File: config.mk
export PLATFORM = sky130hd
export DESIGN_NAME = circular_dma_mm2s
export DESIGN_NICKNAME = d
export VERILOG_FILES = /design/src/rtl/circular_dma_mm2s.sv
export SDC_FILE = /design/constraint.sdc
export NUM_CORES = 1
export LEC_CHECK = 0
export ABC_AREA = 1
export CORE_AREA = 2 2 163 165
export CTS_CLUSTER_DIAMETER = 100
export DETAILED_ROUTE_END_ITERATION = 10
export DIE_AREA = 0 0 165 167
export PLACE_DENSITY = 0.86
export SYNTH_ARGS = -nofsm -noshare
export SYNTH_HDL_FRONTEND = slang
export SYNTH_SLANG_ARGS = --single-unit
File: constraint.sdc
create_clock -name clk -period 3.4 [get_ports clk]
set_input_delay 0.51 -clock clk [delete_from_list [all_inputs] [get_ports clk]]
set_output_delay 0.51 -clock clk [all_outputs]
set_load 0.02 [all_outputs]
File: src/rtl/circular_dma_mm2s.sv
// Circular-buffer MM2S DMA reader: issues DataMover read commands while the
// producer head pointer runs ahead of the tail, one command outstanding at a time.
module circular_dma_mm2s #(
  parameter int C_ADDR_WIDTH = 32,
  parameter int C_AXIS_WIDTH = 64,
  parameter int C_MAX_BURST  = 16
) (
  input  logic                     clk,
  input  logic                     rst,
  input  logic                     enable,
  input  logic                     clear,
  input  logic [C_ADDR_WIDTH-1:0]  mem_base,
  input  logic [31:0]              mem_size,
  input  logic [31:0]              head_ptr,
  output logic [31:0]              tail_ptr,
  output logic                     busy,
  output logic                     irq,
  output logic                     err,
  output logic [C_ADDR_WIDTH+47:0] m_axis_mm2s_cmd_tdata,
  output logic                     m_axis_mm2s_cmd_tvalid,
  input  logic                     m_axis_mm2s_cmd_tready,
  input  logic [7:0]               s_axis_mm2s_sts_tdata,
  input  logic                     s_axis_mm2s_sts_tkeep,
  input  logic                     s_axis_mm2s_sts_tlast,
  input  logic                     s_axis_mm2s_sts_tvalid,
  output logic                     s_axis_mm2s_sts_tready
);

  localparam int          C_BPB        = C_AXIS_WIDTH / 8;
  localparam logic [31:0] C_MAXB       = 32'(C_MAX_BURST * C_BPB);
  localparam logic [31:0] C_ALIGN_MASK = ~(32'(C_BPB) - 32'd1);

  typedef enum logic [1:0] {
    S_IDLE,
    S_CMD,
    S_WAIT_STS,
    S_HALT
  } state_t;

  state_t r_state;
  state_t w_next_state;

  logic [31:0]             r_tail;
  logic [31:0]             r_len;
  logic [3:0]              r_tag_cnt;
  logic [C_ADDR_WIDTH+47:0] r_cmd;
  logic                    r_irq;
  logic                    r_err;

  logic [31:0]             w_h;
  logic [31:0]             w_avail;
  logic [31:0]             w_len;
  logic [31:0]             w_tail_sum;
  logic [31:0]             w_tail_next;
  logic [C_ADDR_WIDTH-1:0] w_saddr;
  logic                    w_start;
  logic                    w_sts_ok;
  logic                    w_unused;

  assign w_unused = s_axis_mm2s_sts_tkeep ^ s_axis_mm2s_sts_tlast;

  assign w_h         = head_ptr & C_ALIGN_MASK;
  assign w_start     = enable && !clear && (w_h != r_tail) && (w_h < mem_size);
  assign w_avail     = (w_h > r_tail) ? (w_h - r_tail) : (mem_size - r_tail);
  assign w_len       = (w_avail > C_MAXB) ? C_MAXB : w_avail;
  assign w_saddr     = mem_base + C_ADDR_WIDTH'(r_tail);
  assign w_tail_sum  = r_tail + r_len;
  assign w_tail_next = (w_tail_sum == mem_size) ? 32'd0 : w_tail_sum;
  assign w_sts_ok    = (s_axis_mm2s_sts_tdata[3:0] == r_tag_cnt) &&
                       s_axis_mm2s_sts_tdata[7] &&
                       (s_axis_mm2s_sts_tdata[6:4] == 3'b000);

  // NOTE: sequential state uses non-blocking assignments so every flop samples
  // pre-edge values regardless of process ordering.
  always_ff @(posedge clk) begin
    if (rst) r_state <= S_IDLE;
    else     r_state <= w_next_state;
  end

  // NOTE: the default assignment first keeps this block free of inferred latches.
  always_comb begin
    w_next_state = r_state;
    case (r_state)
      S_IDLE:     if (w_start) w_next_state = S_CMD;
      S_CMD:      if (m_axis_mm2s_cmd_tready) w_next_state = S_WAIT_STS;
      S_WAIT_STS: if (s_axis_mm2s_sts_tvalid) w_next_state = w_sts_ok ? S_IDLE : S_HALT;
      S_HALT:     if (!enable) w_next_state = S_IDLE;
      default:    w_next_state = S_IDLE;
    endcase
  end

  always_ff @(posedge clk) begin
    if (rst) begin
      r_tail    <= '0;
      r_len     <= '0;
      r_tag_cnt <= '0;
      r_cmd     <= '0;
      r_irq     <= 1'b0;
      r_err     <= 1'b0;
    end else begin
      r_irq <= 1'b0;
      case (r_state)
        S_IDLE: begin
          if (clear) begin
            r_tail <= '0;
          end else if (w_start) begin
            r_len <= w_len;
            // USER, CACHE, reserved, TAG, SADDR, DRR=0, EOF=1, DSA=0, INCR=1, BTT
            r_cmd <= {4'b0000, 4'b0011, 4'b0000, r_tag_cnt, w_saddr,
                      1'b0, 1'b1, 6'b000000, 1'b1, w_len[22:0]};
          end
        end
        S_WAIT_STS: begin
          if (s_axis_mm2s_sts_tvalid) begin
            if (w_sts_ok) begin
              r_tail    <= w_tail_next;
              r_tag_cnt <= r_tag_cnt + 4'd1;
              r_irq     <= (w_tail_next == w_h);
            end else begin
              r_err <= 1'b1;
            end
          end
        end
        S_HALT: begin
          if (clear)   r_tail <= '0;
          if (!enable) r_err  <= 1'b0;
        end
        default: ;
      endcase
    end
  end

  assign tail_ptr               = r_tail;
  assign busy                   = (r_state != S_IDLE);
  assign irq                    = r_irq;
  assign err                    = r_err;
  assign m_axis_mm2s_cmd_tdata  = r_cmd;
  assign m_axis_mm2s_cmd_tvalid = (r_state == S_CMD);
  assign s_axis_mm2s_sts_tready = (r_state == S_WAIT_STS);

endmodule

Word-level counts from Yosys, hierarchy flattened
Cells that the tools add are included.
{ "word_totals": {"out_inout_bits": 117, "ff_bits": 134, "wordCells": 68, "inputBits": 112} }
{ "op_classes": {"addsub": 5, "n_mux": 17, "eq_ne": 14, "bitwise_logic": 4, "magnitude_cmp": 3, "reduce_logical": 18} }
{ "ops": {"columns": ["op", "count"], "rows": [
  ["32-bit 2-to-1 mux", 6],
  ["32-bit adder", 2],
  ["32-bit == test", 2],
  ["32-bit one-hot mux with 2 select lines", 1],
  ["32-bit subtractor", 2],
  ["32-bit greater-than comparator", 1],
  ["32-bit by 8-bit greater-than comparator with 1-bit output (second input constant)", 1],
  ["32-bit less-than comparator", 1],
  ["32-bit != test", 1],
  ["4-bit AND reduction", 3],
  ["2-bit 2-to-1 mux", 5],
  ["2-bit != test (second input constant)", 4],
  ["2-bit one-hot mux with 4 select lines", 1],
  ["2-bit by 1-bit != test with 1-bit output (second input constant)", 3],
  ["3-bit AND reduction", 2],
  ["2-bit nonzero test", 3],
  ["1-bit logical AND", 5],
  ["4-bit by 1-bit adder with 4-bit output (second input constant)", 1],
  ["2-bit == test (second input constant)", 2],
  ["4-bit == test", 1],
  ["1-bit NOT", 4],
  ["4-bit OR reduction", 1],
  ["3-bit zero test", 1],
  ["1-bit 2-to-1 mux", 3],
  ["5 further kinds", 5]
]} }

Longest topological paths before layout
{ "logic_depth": {"word_depth": 6, "ltp_mapped": 28} }

Least setup slack after synthesis
No wires, ideal clock.
{ "synth_path": {"kind": "register -> register", "startpoint": "register r_tail[0] (netlist: tail_ptr[0])", "endpoint": "register r_irq (netlist: irq)", "period_less_slack_ns": 2.986, "arrival_time_ns": 2.922, "stages_incl_launch_ff": 26, "setup_time_ns": 0.064, "setup_slack_ns": 0.414, "t_required_ns": 3.336, "cell_sequence": "dfxtp_1 > ha_1 > fa_1 > nand3_1 > nand3_1 > nand2_1 > nand2_1 > nand2_1 > nand2_1 > xor2_1 > nand2_1 > nand2_1 > nor2_1 > nand2_1 > nor2_2 > nand3_4 > buf_6 > nand2_2 > inv_2 > nand2_1 > nand2_1 > inv_2 > nand2_1 > nor2_1 > nand2_1 > nor2_1"} }
{ "synth_between": {"elab_chain_len": 4} }
{ "synth_lines": {"columns": ["element", "line_no", "text"], "rows": [
  ["start: declaration", "43", "logic [31:0] r_tail;"],
  ["start signal: assignment", "116", "r_tail <= w_tail_next;"],
  ["32-bit adder (*)", "67", "assign w_tail_sum = r_tail + r_len;"],
  ["32-bit == test", "68", "assign w_tail_next = (w_tail_sum == mem_size) ? 32'd0 : w_tail_sum;"],
  ["32-bit 2-to-1 mux (*)", "68", null],
  ["32-bit == test (*)", "118", "r_irq <= (w_tail_next == w_h);"],
  ["end signal: assignment", "118", null],
  ["end: declaration", "47", "logic r_irq;"]
]} }
Mark *: on every way between the ends. The rest lies on a longest branch, timed or not.
A chain may end at the register's enable or synchronous reset.

Final worst setup path
{ "layout_path": {"startpoint": "register r_len[8]", "endpoint": "register r_irq (netlist: irq)"} }
{ "layout_between": {"elab_chain_len": 4} }
{ "layout_lines": {"columns": ["element", "line_no", "text"], "rows": [
  ["start: declaration", "44", "logic [31:0] r_len;"],
  ["start signal: assignment", "107", "r_len <= w_len;"],
  ["32-bit adder (*)", "67", null],
  ["32-bit == test", "68", null],
  ["32-bit 2-to-1 mux (*)", "68", null],
  ["32-bit == test (*)", "118", null]
]} }
Marked as above.

==> flow_summary_export.csv <==
group,metric,value,unit
setup_path,path_class,"flip-flop to flip-flop",
floorplanning,pin_count,229,
place,hpwl,48470,um
route,ant_nets,0,
yosys,ys_top_cells_by_area,"nand2_1 19%, dfxtp_1 15%, ha_1 14%",
setup_path,required,3700,ps
timing,hold_viol,0,
global_routing,antenna_found_initial,0,
place,numPortBuffers,206,
status,outcome,"complete, but fails checks",
final_layout,areaGrowthSynthToFinish,44.97,%
setup_path,max_stage_delay,420,ps
timing,fin_ws,-147.4,ps
status,violations,"negative setup slack",
yosys,synth_top_area_share,19.26,%
floorplanning,initial_core_util,55.22,%
floorplanning,rows,59,
floorplanning,coreArea,25760,sq um
setup_path,path_cells,"ha_2, nand2_2, nor2_2, and2_1, nand2_1, nand2_1, nand2_1, nand2_1, nand2_1, nand3_1, nand2_1, nor2_1, nand2_1, nor2_4, nand3_4, buf_12, nand3b_1, nand2_1, nor2_1, nand2_1, nor2_1, nand2_1, nor2_1",
hold_path,hp-class,"flip-flop to flip-flop",
hold_path,min-delay-start,"r_len[23]$_SDFFE_PP0P_",
yosys,synth_cells,2420,
timing,setup_viol,1,
route,first_iter_violations,2140,
yosys,synth_ff_type,"dfxtp_1",
setup_path,critPathArrivalTime,3850,ps
floorplanning,die-area,27560,sq um
global_routing,grt_pass1_wl,88530,um
setup_path,worst_setup_path_start_kind,"flip-flop",
global_routing,busiest_layer,"met2",
setup_path,startpoint,"r_len[8]$_SDFFE_PP0P_",
yosys,ys_ff_latch,109,
yosys,yosysSeqAreaShare,15.34,%
global_routing,grt_max_degree,66,
timing,clock.fmax,281.9,MHz
final_layout,drive_gt1_share,20.82,%
power,p_leak,10.06,nW
floorplanning,die_w,165,um
timing,max_slew_margin,23.55,%
floorplanning,fp.dieH,167,um
yosys,synth_top_area_cell,"nand2_1",
global_routing,grt_pass1_vias,17790,
timing,period_needed,3547,ps
power,fin_total_pwr,0.004592,W
setup_path,path_delay_family,"simple AND/OR/NAND/NOR gates",
clock_tree,worstSkewPairLatency,370,ps
setup_path,crit_path_max_fanout,29,
clock_tree,cts.root.buffer_cell,"clkbuf_16",
yosys,yosys_warnings,0,
place,pre_cts_ws,-487.5,ps
setup_path,crit_slowest_cell,"ha_2",
setup_path,regToRegStartpoint,"r_len[8]$_SDFFE_PP0P_",
route,firstDrtPassIters,6,
clock_tree,clkTransAtPathRegs,90,ps
clock_tree,htree_num_levels,3,
final_layout,layout_commonest_cell,"nand2_1",
timing,rsz0062_at_grt,"true",
final_layout,utilization,80.05,%
route,dr_total_vias,18980,
clock_tree,clockBufferDepth,2,
route,wl,60550,um
power,power.density,222.7,nW/um^2
yosys,mappedNetlistArea,14230,sq um
setup_path,crit_top_cell,"nand2_1",
global_routing,met1_usage,49.42,%
global_routing,grt.total_usage,40.71,%
clock_tree,cts.sinks,109,
setup_path,path_buf_inv,1,
global_routing,overflow,0,
clock_tree,cts_hold_buf,0,
yosys,synth.distinct_cells,49,
timing,worst_hold_slack,450.3,ps
final_layout,final_nets,3232,
route,vias_per_cell,5.752,
final_layout,final_cell_mix,"694 x nand2_1, 384 x buf_4, 310 x inv_1",
timing,skew,13.50,ps
power,ir_worst_vdd,0.3610,mV
place,dp_cells,3276,
setup_path,end_kind,"flip-flop",
final_layout,finalNonFillerCells,3300,
timing,finalCritPeriodShare,104.3,%
place,gp_congestion,0.9970,
clock_tree,cts-buffers-inserted,9,
timing,final-max-slew-violation-count,0,
yosys,async_flop_share,0,%
timing,worstMarginPinSlew,1146,ps
route,drc_errors,0,
yosys,synth_edf_count,0,
global_routing,met3_usage,4.882,%
global_routing,grtUsageMet2,69.78,%
run,max_cap_violations,0,
yosys,avgSynthCellArea,5.879,sq um
route,drt-wirelength-per-cell,18.35,um
clock_tree,cts_tree,"done",
==> where the power goes <==
part,leakage (nW),internal [W],switching [W]
Sequential,0.893,0.00134,0.0000412
Combinational,9.01,0.000885,0.00111
Clock,0.161,0.000617,0.000600
Total,10.1,0.00285,0.00175
==> cell usage after synthesis (2+ instances only) <==
library cell / instances
a211oi_1: 5
a21boi_0: 8
a21o_1: 12
a21oi_1: 227
a31oi_1: 6
and2_1: 3
buf_2: 9
buf_4: 44
buf_6: 5
clkbuf_1: 29
dfxtp_1: 109
fa_1: 3
ha_1: 158
inv_1: 312
inv_2: 8
nand2_1: 730
nand2_2: 3
nand3_1: 183
nand3b_1: 31
nand4_1: 24
nor2_1: 201
nor2_2: 6
nor3_1: 34
nor4_1: 5
o2111ai_1: 2
o211ai_1: 7
o21a_1: 10
o21ai_0: 121
o21ai_1: 7
o21bai_1: 8
o221ai_1: 3
o311ai_0: 3
or2_2: 4
xnor2_1: 36
xnor3_1: 2
xor2_1: 49
==> path summary, 6_finish.rpt <==
kind,to,slack (ps),cells after the start
setup / recovery,irq$_SDFF_PP0_,-150,23
hold / removal,r_len[23]$_SDFFE_PP0P_,450,2
setup reg to reg,irq$_SDFF_PP0_,-150,23
hold reg to reg,r_len[23]$_SDFFE_PP0P_,450,2
==> logic make-up (layout without fill, tap and decap cells) <==
logic type                 Yosys count  count (layout)  share of synthesized area [%]
adders and majority gates          161             161                          14.32
xor gates and xnor gates            88              88                          5.664
and+or+nand+nor                   1230            1230                          36.23
buffers and inverters              408             936                          12.27
other                                1              18                        0.02636
DFF                                109             109                          15.34
AOI/OAI and AO/OA                  423             423                          16.16
==> metrics by stage <==
step | setup TNS (ps) | instance area, sq um
final | -147.4 | 20620
after global routing | -1230 | 20620
after CTS | 0 | 19680
after detailed placement | -13780 | 19240
after global placement | -4505 | 19240
after floorplan | 0 | 14290
==> tightest hold or removal path: stages, from the launching register on <==
cell and delay [ps]:
dfxtp_1 330, nand2_1 60, nor2_1 30
==> what timing repair did <==
item / in CTS / in global routing
buffers inserted: 0 / 7
endpoints found under the setup margin: 9 / 41
pin swaps: 2 / 43
gates resized for setup: 30 / 201
==> flip-flops by register name (all words and copies together), names as in the netlist <==
register / cells
irq: 1
r_tag_cnt: 4
r_state: 2
tail_ptr: 32
r_len: 32
m_axis_mm2s_cmd_tdata: 37
err: 1
==> layer usage <==
metal	vias to the layer above	routed length, um
li1	8948	-
met4	0	3644
met1	8612	22410
met2	1160	28620
met3	260	5869
met5	-	0
==> cell type report <==
class	instances	area, sq um
clock inverter	6	91.34
tap	335	419.2
multi-input combinational	1919	11300
fill	1800	5139
inverter	321	1210
sequential	109	2207
timing repair buffer	599	5154
antenna	1	2.502
clock buffer	10	239.0
Note: power is estimated with default switching activity, not from simulation.
